`src/rtl/fabric_cfg_pkg.sv`:
```
// Shared types and constants for the fabric configuration loader:
// FSM states, header field layout and the fabric frame index map.
package fabric_cfg_pkg;

  localparam int unsigned WORD_W_DEF     = 33;
  localparam int unsigned NUM_FRAMES_DEF = 14;

  // Header word: sync byte in the top 8 bits, frame count N in the low 8 bits
  localparam logic [7:0]  SYNC_DEF = 8'hA5;
  localparam int unsigned SYNC_W   = 8;
  localparam int unsigned LEN_W    = 8;

  // Frame index map: select word, eight LUT words, then switch-box groups
  localparam int unsigned FRM_SELECT    = 0;
  localparam int unsigned FRM_LUT_BASE  = 1;
  localparam int unsigned FRM_LUT_COUNT = 8;
  localparam int unsigned FRM_SB_BASE   = FRM_LUT_BASE + FRM_LUT_COUNT;
  localparam int unsigned FRM_SB_COUNT  = NUM_FRAMES_DEF - FRM_SB_BASE;

  typedef enum logic [2:0] {
    ST_IDLE,
    ST_HEADER,
    ST_LOAD,
    ST_CHECK,
    ST_DONE,
    ST_ERROR
  } state_e;

endpackage

```
`src/rtl/fabric_cfg_loader_if.sv`:
```
// Bitstream input, config write port and status bundle of the loader.
interface fabric_cfg_loader_if #(
  parameter int unsigned WORD_W = 33,
  parameter int unsigned ADDR_W = 4
);
  logic              start;
  logic [WORD_W-1:0] in_data;
  logic              in_valid;
  logic              in_ready;
  logic              cfg_we;
  logic [ADDR_W-1:0] cfg_addr;
  logic [WORD_W-1:0] cfg_wdata;
  logic              busy;
  logic              done;
  logic              error;
  logic              fabric_en;
  logic [ADDR_W:0]   frames_loaded;

  modport master (
    output start, in_data, in_valid,
    input  in_ready, cfg_we, cfg_addr, cfg_wdata, busy, done, error,
           fabric_en, frames_loaded
  );

  modport slave (
    input  start, in_data, in_valid,
    output in_ready, cfg_we, cfg_addr, cfg_wdata, busy, done, error,
           fabric_en, frames_loaded
  );
endinterface

```
`src/rtl/cfg_xor_accum.sv`:
```
// XOR accumulator over accepted data words; cleared at the start of each load.
module cfg_xor_accum #(
  parameter int unsigned WIDTH = 33
) (
  input  logic             clk_i,
  input  logic             rst_i,
  input  logic             clr_i,
  input  logic             en_i,
  input  logic [WIDTH-1:0] data_i,
  output logic [WIDTH-1:0] acc_o
);
  logic [WIDTH-1:0] acc_q, acc_d;

  always_comb begin
    acc_d = acc_q;
    if (clr_i)     acc_d = '0;
    else if (en_i) acc_d = acc_q ^ data_i;
  end

  always_ff @(posedge clk_i or posedge rst_i) begin
    if (rst_i) acc_q <= '0;
    else       acc_q <= acc_d;
  end

  assign acc_o = acc_q;
endmodule

```
`src/rtl/fabric_cfg_loader.sv`:
```
// Streaming configuration loader: header, N words -> registered cfg writes.
// CFG_LOADER_CHECKSUM_EN adds a trailing XOR checksum word and the CHECK state.
module fabric_cfg_loader
  import fabric_cfg_pkg::*;
#(
  parameter int unsigned WORD_W     = WORD_W_DEF,
  parameter int unsigned NUM_FRAMES = NUM_FRAMES_DEF,
  parameter int unsigned ADDR_W     = 4,
  parameter logic [7:0]  SYNC       = SYNC_DEF
) (
  input logic               clock,
  input logic               clear,
  fabric_cfg_loader_if.slave bus
);
  localparam int unsigned      CW   = ADDR_W + 1;
  localparam logic [LEN_W-1:0] NMAX = LEN_W'(NUM_FRAMES);

  state_e            state_q, state_d;
  logic [CW-1:0]     n_q, n_d, cnt_q, cnt_d;
  logic              we_q, we_d;
  logic [ADDR_W-1:0] addr_q, addr_d;
  logic [WORD_W-1:0] wdata_q, wdata_d;

  logic              rdy, busy, done, err;
  logic              accept, restart, last_word, hdr_ok;
  logic [SYNC_W-1:0] hdr_sync;
  logic [LEN_W-1:0]  hdr_n;

  assign hdr_sync  = bus.in_data[WORD_W-1 -: SYNC_W];
  assign hdr_n     = bus.in_data[LEN_W-1:0];
  assign hdr_ok    = (hdr_sync == SYNC) && (hdr_n != '0) && (hdr_n <= NMAX);
  assign accept    = bus.in_valid && rdy;
  assign restart   = bus.start && (state_q inside {ST_IDLE, ST_DONE, ST_ERROR});
  assign last_word = (cnt_q + 1'b1) == n_q;

`ifdef CFG_LOADER_CHECKSUM_EN
  localparam state_e LOAD_EXIT = ST_CHECK;
  logic [WORD_W-1:0] acc;

  cfg_xor_accum #(.WIDTH(WORD_W)) u_accum (
    .clk_i  (clock),
    .rst_i  (clear),
    .clr_i  (restart),
    .en_i   ((state_q == ST_LOAD) && accept),
    .data_i (bus.in_data),
    .acc_o  (acc)
  );
`else
  localparam state_e LOAD_EXIT = ST_DONE;
`endif

  always_ff @(posedge clock or posedge clear) begin
    if (clear) begin
      state_q <= ST_IDLE;
      n_q     <= '0;
      cnt_q   <= '0;
      we_q    <= 1'b0;
      addr_q  <= '0;
      wdata_q <= '0;
    end else begin
      state_q <= state_d;
      n_q     <= n_d;
      cnt_q   <= cnt_d;
      we_q    <= we_d;
      addr_q  <= addr_d;
      wdata_q <= wdata_d;
    end
  end

  // Write strobe, address and count all update on the accepting edge,
  // so cfg_we and frames_loaded appear together one cycle after accept.
  always_comb begin
    state_d = state_q;
    n_d     = n_q;
    cnt_d   = cnt_q;
    we_d    = 1'b0;
    addr_d  = addr_q;
    wdata_d = wdata_q;
    unique case (state_q)
      ST_IDLE, ST_DONE, ST_ERROR: begin
        if (restart) begin
          state_d = ST_HEADER;
          n_d     = '0;
          cnt_d   = '0;
        end
      end
      ST_HEADER: begin
        if (accept) begin
          if (hdr_ok) begin
            n_d     = CW'(hdr_n);
            state_d = ST_LOAD;
          end else begin
            state_d = ST_ERROR;
          end
        end
      end
      ST_LOAD: begin
        if (accept) begin
          we_d    = 1'b1;
          addr_d  = cnt_q[ADDR_W-1:0];
          wdata_d = bus.in_data;
          cnt_d   = cnt_q + 1'b1;
          if (last_word) state_d = LOAD_EXIT;
        end
      end
`ifdef CFG_LOADER_CHECKSUM_EN
      ST_CHECK: begin
        if (accept) state_d = (bus.in_data == acc) ? ST_DONE : ST_ERROR;
      end
`endif
      default: state_d = ST_IDLE;
    endcase
  end

  always_comb begin
    rdy  = state_q inside {ST_HEADER, ST_LOAD, ST_CHECK};
    busy = rdy;
    done = (state_q == ST_DONE);
    err  = (state_q == ST_ERROR);
  end

  assign bus.in_ready      = rdy;
  assign bus.busy          = busy;
  assign bus.done          = done;
  assign bus.error         = err;
  assign bus.fabric_en     = done;
  assign bus.cfg_we        = we_q;
  assign bus.cfg_addr      = addr_q;
  assign bus.cfg_wdata     = wdata_q;
  assign bus.frames_loaded = cnt_q;
endmodule

```
`src/flat_wrapper.sv`:
```
// flat-port wrapper written by rule: the top's interface ports become plain ports
module fabric_cfg_loader_flat import fabric_cfg_pkg::*;
#(
  parameter int unsigned WORD_W     = WORD_W_DEF,
  parameter int unsigned NUM_FRAMES = NUM_FRAMES_DEF,
  parameter int unsigned ADDR_W     = 4,
  parameter logic [7:0]  SYNC       = SYNC_DEF
)
  (clock, clear, bus_start, bus_in_data, bus_in_valid, bus_in_ready, bus_cfg_we, bus_cfg_addr, bus_cfg_wdata, bus_busy, bus_done, bus_error, bus_fabric_en, bus_frames_loaded);
  fabric_cfg_loader_if #(.WORD_W(WORD_W), .ADDR_W(ADDR_W)) bus_i ();
  input logic clock;
  input logic clear;
  input wire logic [$bits(bus_i.start)-1:0] bus_start;
  input wire logic [$bits(bus_i.in_data)-1:0] bus_in_data;
  input wire logic [$bits(bus_i.in_valid)-1:0] bus_in_valid;
  output wire logic [$bits(bus_i.in_ready)-1:0] bus_in_ready;
  output wire logic [$bits(bus_i.cfg_we)-1:0] bus_cfg_we;
  output wire logic [$bits(bus_i.cfg_addr)-1:0] bus_cfg_addr;
  output wire logic [$bits(bus_i.cfg_wdata)-1:0] bus_cfg_wdata;
  output wire logic [$bits(bus_i.busy)-1:0] bus_busy;
  output wire logic [$bits(bus_i.done)-1:0] bus_done;
  output wire logic [$bits(bus_i.error)-1:0] bus_error;
  output wire logic [$bits(bus_i.fabric_en)-1:0] bus_fabric_en;
  output wire logic [$bits(bus_i.frames_loaded)-1:0] bus_frames_loaded;
  assign bus_i.start = bus_start;
  assign bus_i.in_data = bus_in_data;
  assign bus_i.in_valid = bus_in_valid;
  assign bus_in_ready = bus_i.in_ready;
  assign bus_cfg_we = bus_i.cfg_we;
  assign bus_cfg_addr = bus_i.cfg_addr;
  assign bus_cfg_wdata = bus_i.cfg_wdata;
  assign bus_busy = bus_i.busy;
  assign bus_done = bus_i.done;
  assign bus_error = bus_i.error;
  assign bus_fabric_en = bus_i.fabric_en;
  assign bus_frames_loaded = bus_i.frames_loaded;
  fabric_cfg_loader #(.WORD_W(WORD_W), .NUM_FRAMES(NUM_FRAMES), .ADDR_W(ADDR_W), .SYNC(SYNC)) u_core (.clock(clock), .clear(clear), .bus(bus_i));
endmodule
```
`config.mk`:
```
export PLATFORM = sky130hd
export DESIGN_NAME = fabric_cfg_loader_flat
export DESIGN_NICKNAME = d
export VERILOG_FILES = /design/src/rtl/fabric_cfg_pkg.sv /design/src/rtl/fabric_cfg_loader_if.sv /design/src/rtl/cfg_xor_accum.sv /design/src/rtl/fabric_cfg_loader.sv /design/src/flat_wrapper.sv
export SDC_FILE = /design/constraint.sdc
export NUM_CORES = 1
export LEC_CHECK = 0
export CORE_MARGIN = 5
export CORE_UTILIZATION = 40
export CTS_CLUSTER_DIAMETER = 30
export DETAILED_ROUTE_END_ITERATION = 7
export PLACE_DENSITY_LB_ADDON = 0.2
export SETUP_SLACK_MARGIN = 0.1
export SYNTH_ARGS = -nofsm -noshare
export SYNTH_HDL_FRONTEND = slang
export SYNTH_SLANG_ARGS = --single-unit
export TNS_END_PERCENT = 1
```
`constraint.sdc`:
```
create_clock -name clock -period 1.6 [get_ports clock]
set_input_delay 0.24 -clock clock [delete_from_list [all_inputs] [get_ports clock]]
set_output_delay 0.24 -clock clock [all_outputs]
set_load 0.02 [all_outputs]
```
**After elaboration in Yosys (flattened, before gate mapping)**

Index checks and enable logic that the tools add are counted.

- Input bits: 37
- Register bits: 51
- Output and inout bits: 48
- Word-level logic and storage cells: 49

- Reductions and logical operators: 15
- $lt $le $gt $ge: 1
- Multiplexer cells: 14
- Add/sub/neg operators: 1
- Eq/ne operators: 12

Operators by type and width:

| cell | number |
|---|---|
| 2-to-1 mux 5 bit | 4 |
| one-hot mux 5 bit (2 select lines) | 2 |
| 2-to-1 mux 3 bit | 5 |
| inequality test 2 x 1 -> 1 bit, second input constant | 5 |
| one-hot mux 3 bit (3 select lines) | 1 |
| == test 8 bit, second input constant | 1 |
| <= comparator 8 x 4 -> 1 bit, second input constant | 1 |
| AND reduction 4 bit | 2 |
| nonzero test 8 bit | 1 |
| == test 3 x 2 -> 1 bit, second input constant | 2 |
| == test 3 bit, second input constant | 2 |
| nonzero test 3 bit | 2 |
| adder 5 x 1 -> 5 bit, second input constant | 1 |
| == test 5 bit | 1 |
| logical AND 1 bit | 4 |
| nonzero test 2 bit | 2 |
| == test 3 x 1 -> 1 bit, second input constant | 1 |
| zero test 3 bit | 1 |
| AND reduction 3 bit | 1 |
| OR reduction 3 bit | 1 |
| 2-to-1 mux 1 bit | 2 |
| AND reduction 2 bit | 1 |

**Logic depth before layout (Yosys ltp)**

- Word-level depth: 6
- Gate-level depth with buffers: 6
- Depth with buffers taken out: 5

**Least setup slack after synthesis**

OpenSTA, ideal clock, no wires.

- Path type: register -> output
- Start: register u_core.state_q[2]
- End: output port bus_fabric_en
- Path slack: -51 ps
- Required time: 1360 ps
- Arrival time: 1411 ps
- Stages on the path, launching flop included: 4
- Buffers on the path: 2
- Cell sequence: dfrtp_1 clkbuf_1 nor3b_1 buf_4

- Cells in the longest elaborated chain, start to end: 1

RTL lines:

| element | line | RTL |
|---|---|---|
| start, declared | fabric_cfg_loader.sv:18 | `state_e state_q, state_d;` |
| start signal, assigned | fabric_cfg_loader.sv:61 | `state_q <= state_d;` |
| == test 3 bit | fabric_cfg_loader.sv:118 | `done = (state_q == ST_DONE);` |
| end, declared | flat_wrapper.sv:23 | `output wire logic [$bits(bus_i.fabric_en)-1:0] bus_fabric_en;` |

Every way passes these cells.

**Worst setup path in the final report**

- Start: register u_core.state_q[2]
- End: register u_core.wdata_q[29] (netlist: u_core.bus.cfg_wdata[29])

- Cells in the longest elaborated chain, start to end: 4
- Elaborated cells between the ends (all ways): 6
- Classes of those cells: eq/ne (3); reduce/logical (3)

RTL lines:

| element | line | RTL |
|---|---|---|
| == test 3 x 1 -> 1 bit, or another cell as far along | fabric_cfg_loader.sv:116 | `rdy = state_q inside {ST_HEADER, ST_LOAD, ST_CHECK};` |
| nonzero test 3 bit | fabric_cfg_loader.sv:116 |  |
| logical AND 1 bit | fabric_cfg_loader.sv:32 | `assign accept = bus.in_valid && rdy;` |
| AND reduction 2 bit (no line) * | -- |  |
| end signal, assigned | fabric_cfg_loader.sv:66 | `wdata_q <= wdata_d;` |
| end, declared | fabric_cfg_loader.sv:22 | `logic [WORD_W-1:0] wdata_q, wdata_d;` |

Mark *: on every way between the ends. The rest lies on a longest branch, timed or not.
A chain may end at the register's enable or synchronous reset.

==> summary.log <==
qor: yosys.yosys-top-cells-area sky130_fd_sc_hd__dfrtp_1 (56%), sky130_fd_sc_hd__mux2_2 (19%), sky130_fd_sc_hd__xnor2_1 (2.7%)
qor: job.cap_violations 0
qor: cells_and_area.final_nets 321
qor: placement.gp_congestion 0.8315
qor: global_routing.grt_pass1_wl 8845 µm
qor: sta.hold_ws 0.1916 ns
qor: clocking.clockBufferDepth 2
qor: critical_path.critical_path_arrival 1.74 ns
qor: sta.pins_over_their_slew_limit 0
qor: sta.rsz0062_at_grt yes
qor: floorplan.fp-row-count 27
qor: floorplan.ioPinCount 85
qor: sta.post-route-worst-setup-slack 0.04918 ns
qor: placement.hpwl_after_detailed_placement 4198 µm
qor: global_routing.grtUsageTotal 0.1524
qor: global_routing.antenna_found_initial 0
qor: clocking.cts.sinks 51
qor: floorplan.die_h 85.74 µm
qor: clocking.cts-root-buf sky130_fd_sc_hd__clkbuf_8
qor: floorplan.initial_core_util 0.4142
qor: yosys.ys_warn_count 0
qor: yosys.synth_edf_count 0
qor: yosys.synth_largest_area_cell sky130_fd_sc_hd__dfrtp_1
qor: placement.io_buffer_count 84
qor: floorplan.fp.dieW 85.74 µm
qor: critical_path.crit_fanout 10
qor: critical_path.crit_path_cell_trace nor4bb_4 -> buf_6 -> clkbuf_16 -> mux2_2
qor: detailed_routing.dr.pass1.iters 4
qor: detailed_routing.drc_errors 0
qor: global_routing.grt_max_degree 22
qor: yosys.synthDistinctLibCells 40
qor: critical_path.timing.critical_path.to u_core.bus.cfg_wdata[29]
qor: yosys.cells_after_synth 170
qor: clocking.clkLatencyLatePin 0.30 ns
qor: run_status.outcome finished clean
qor: critical_path.critical-path-slowest-cell sky130_fd_sc_hd__dfrtp_2
qor: cells_and_area.syn2layout_area_growth 55.13%
qor: floorplan.core 0.005540 mm²
qor: sta.timing.final.crit_period 1.551 ns
qor: critical_path.critical_path.startpoint_type flip-flop
qor: sta.finalCritPeriodShare 0.9693
qor: clocking.total_cts_buffers 5
qor: placement.pre_cts_slack -0.4607 ns
qor: critical_path.critical_path.startpoint u_core.state_q[2]
qor: yosys.synth_ff_type sky130_fd_sc_hd__dfrtp_1
qor: power.power_density 665.8 mW/mm²
qor: yosys.seq_area_frac_synth 0.5562
qor: detailed_routing.wl_per_cell 15.42 µm
qor: critical_path.reg2reg_from u_core.state_q[2]
qor: cells_and_area.final_layout_size_suffix_gt1_frac 0.3486
qor: global_routing.grt_remaining_overflow 0
qor: detailed_routing.dr_total_vias 1737
qor: detailed_routing.postRouteWirelength 5491 µm
qor: floorplan.dieArea 0.007351 mm²
qor: power.peakVddDrop 0.4473 mV
qor: critical_path.critical_path_class reg -> reg
qor: yosys.synth.top_cell.area_share 0.5562
qor: detailed_routing.vias_per_cell 4.879
qor: critical_path.critical_path_required 1.79 ns
qor: clocking.cts_tree built
qor: yosys.postSynth.asyncResetShare 1.000
qor: sta.finalHoldViolations 0
qor: power.p_leak 1.901 nW
qor: global_routing.first_global_vias 1821
qor: yosys.synth_seq_cells 51
qor: yosys.post_synth_instance_area 0.002295 mm²
qor: critical_path.worst_r2r_path_depth 4
qor: yosys.synthesis.nets 208
qor: cells_and_area.antenna_cells_inserted 0
qor: critical_path.critPathMaxStageDelay 0.46 ns
qor: sta.clk_skew 0.007273 ns
qor: clocking.clkSlewWorstSetupHoldPaths 0.09 ns
qor: critical_path.r2r_setup_slack 0.05 ns
qor: detailed_routing.antenna_violating_nets_post_route 0
qor: sta.timing.slew.headroom 0.7601
qor: sta.maxClockFrequency 644.8 MHz
qor: critical_path.crit-reg2reg-capture u_core.bus.cfg_wdata[29]
qor: clocking.htree_num_levels 2
qor: cells_and_area.num-fill-cells 455
qor: hold_path.hold_path_class in -> async
qor: sta.worst-slew-pin-transition 0.3574 ns
qor: sta.setup_viol_count_final 0
qor: detailed_routing.first_iter_violations 63
qor: power.design_power_total 0.002370 W
qor: critical_path.critPathCaptureType flip-flop
qor: yosys.post_syn_area_per_cell 13.50 µm²
-- layer usage --
layer	global-route usage	share of wire	vias to the layer above
li1	-	-	829
met1	0.1874	0.42	851
met2	0.2415	0.47	51
met3	0.07012	0.093	6
met4	0.04317	0.011	0
met5	0	0	-
-- where the power goes --
part,total [W],switching (W),internal (W)
Sequential,0.00130,0.00000695,0.00129
Clock,0.000811,0.000418,0.000394
Combinational,0.000259,0.000107,0.000152
-- how the worst min path moves through the flow --
| stage | slack, ns | end | cells after the start | start |
|---|---|---|---|---|
| final | 0.19 | u_core.bus.cfg_wdata[10] | 2 | clear |
| after global placement | 0.49 | u_core.bus.cfg_wdata[18] | 1 | u_core.bus.cfg_wdata[18] |
| after floorplan | 0.37 | u_core.n_q[0] | 2 | bus_in_data[0] |
| after detailed placement | 0.49 | u_core.bus.cfg_wdata[22] | 1 | u_core.bus.cfg_wdata[22] |
| after CTS | 0.19 | u_core.bus.cfg_wdata[10] | 2 | clear |
| after global routing | 0.21 | u_core.bus.cfg_wdata[11] | 2 | clear |
-- metrics by stage --
| stage | area, µm² | cells | util | TNS, ns |
|---|---|---|---|---|
| 2_1_floorplan | 2300 | 170 | - | 0 |
| 3_3_place_gp | 3433 | 345 | 0.6197 | -10.03 |
| 3_5_place_dp | 3433 | 345 | 0.6197 | -11.32 |
| 4_1_cts | 3496 | 353 | 0.6310 | -0.08451 |
| 5_1_grt | 3560 | 356 | 0.6425 | -0.001167 |
| 6_report | 3560 | 356 | 0.6425 | 0 |
-- critical path, delay by kind of cell, from the launching register on --
family                 cells  cell delay (ns)
buffers and inverters      2             0.35
DFF                        1             0.46
and+or+nand+nor            1             0.30
muxes                      1             0.33
-- logic make-up after synthesis --
kind of cell,count (synthesis),share of synthesized area
xor+xnor,9,0.04089
buf+inv,16,0.03217
mux,43,0.2088
fa+ha+maj,1,0.005452
flops,51,0.5562
compound gates,9,0.03000
simple gates,41,0.1265
-- registers in the layout, indices dropped and copies added, names as in the netlist --
register,count
u_core.bus.cfg_wdata,33
u_core.bus.frames_loaded,5
u_core.n_q,5
u_core.bus.cfg_addr,4
u_core.state_q,3
u_core.bus.cfg_we,1
-- cells in the mapped netlist, types with 2 or more instances --
master and number:
sky130_fd_sc_hd__dfrtp_1 51, sky130_fd_sc_hd__mux2_2 39, sky130_fd_sc_hd__nand2_1 8, sky130_fd_sc_hd__inv_1 7
sky130_fd_sc_hd__xnor2_1 7, sky130_fd_sc_hd__nor2_1 6, sky130_fd_sc_hd__buf_2 5, sky130_fd_sc_hd__mux2i_1 4
sky130_fd_sc_hd__nand3_1 3, sky130_fd_sc_hd__nor3b_1 3, sky130_fd_sc_hd__a22o_1 2, sky130_fd_sc_hd__buf_4 2
sky130_fd_sc_hd__clkbuf_1 2, sky130_fd_sc_hd__nand4_1 2, sky130_fd_sc_hd__nor3_1 2, sky130_fd_sc_hd__nor4b_1 2
sky130_fd_sc_hd__nor4bb_1 2
-- area by class of cell --
| cell class | instances | area, µm² | area share |
|---|---|---|---|
| Inverter | 7 | 26.28 | 0.007381 |
| Clock inverter | 1 | 7.507 | 0.002109 |
| Timing Repair Buffer | 115 | 1072 | 0.3012 |
| Clock buffer | 7 | 96.34 | 0.02707 |
| Multi-Input combinational cell | 103 | 987.2 | 0.2773 |
| Tap cell | 72 | 90.09 | 0.02531 |
| Sequential cell | 51 | 1280 | 0.3596 |
-- repair_timing --
item | in CTS | in global routing
buffers inserted | 0 | 1
setup endpoints to repair | 98 | 55
pin swaps | 3 | 1
gates cloned | 0 | 2
resized for setup | 66 | 16
hold endpoints to repair | 0 | 0
hold buffers | 0 | 0
-- cell usage in the layout (no fill, tap or decap), types with 2 or more instances in the layout --
cell type and instances:
sky130_fd_sc_hd__clkbuf_8 7, sky130_fd_sc_hd__nor2_1 4, sky130_fd_sc_hd__clkdlybuf4s15_2 2, sky130_fd_sc_hd__clkdlybuf4s50_1 32
sky130_fd_sc_hd__inv_1 6, sky130_fd_sc_hd__a22o_1 2, sky130_fd_sc_hd__buf_4 24, sky130_fd_sc_hd__mux2i_1 4
sky130_fd_sc_hd__mux2_2 39, sky130_fd_sc_hd__dfrtp_2 3, sky130_fd_sc_hd__nor2_2 2, sky130_fd_sc_hd__xnor2_1 7
sky130_fd_sc_hd__buf_12 3, sky130_fd_sc_hd__dlygate4sd2_1 47, sky130_fd_sc_hd__buf_6 2, sky130_fd_sc_hd__clkbuf_2 2
sky130_fd_sc_hd__nand3_1 3, sky130_fd_sc_hd__nand4_1 2, sky130_fd_sc_hd__nor3b_1 2, sky130_fd_sc_hd__nand2_1 8
sky130_fd_sc_hd__dfrtp_1 48
(Power assumes the default switching activity.)
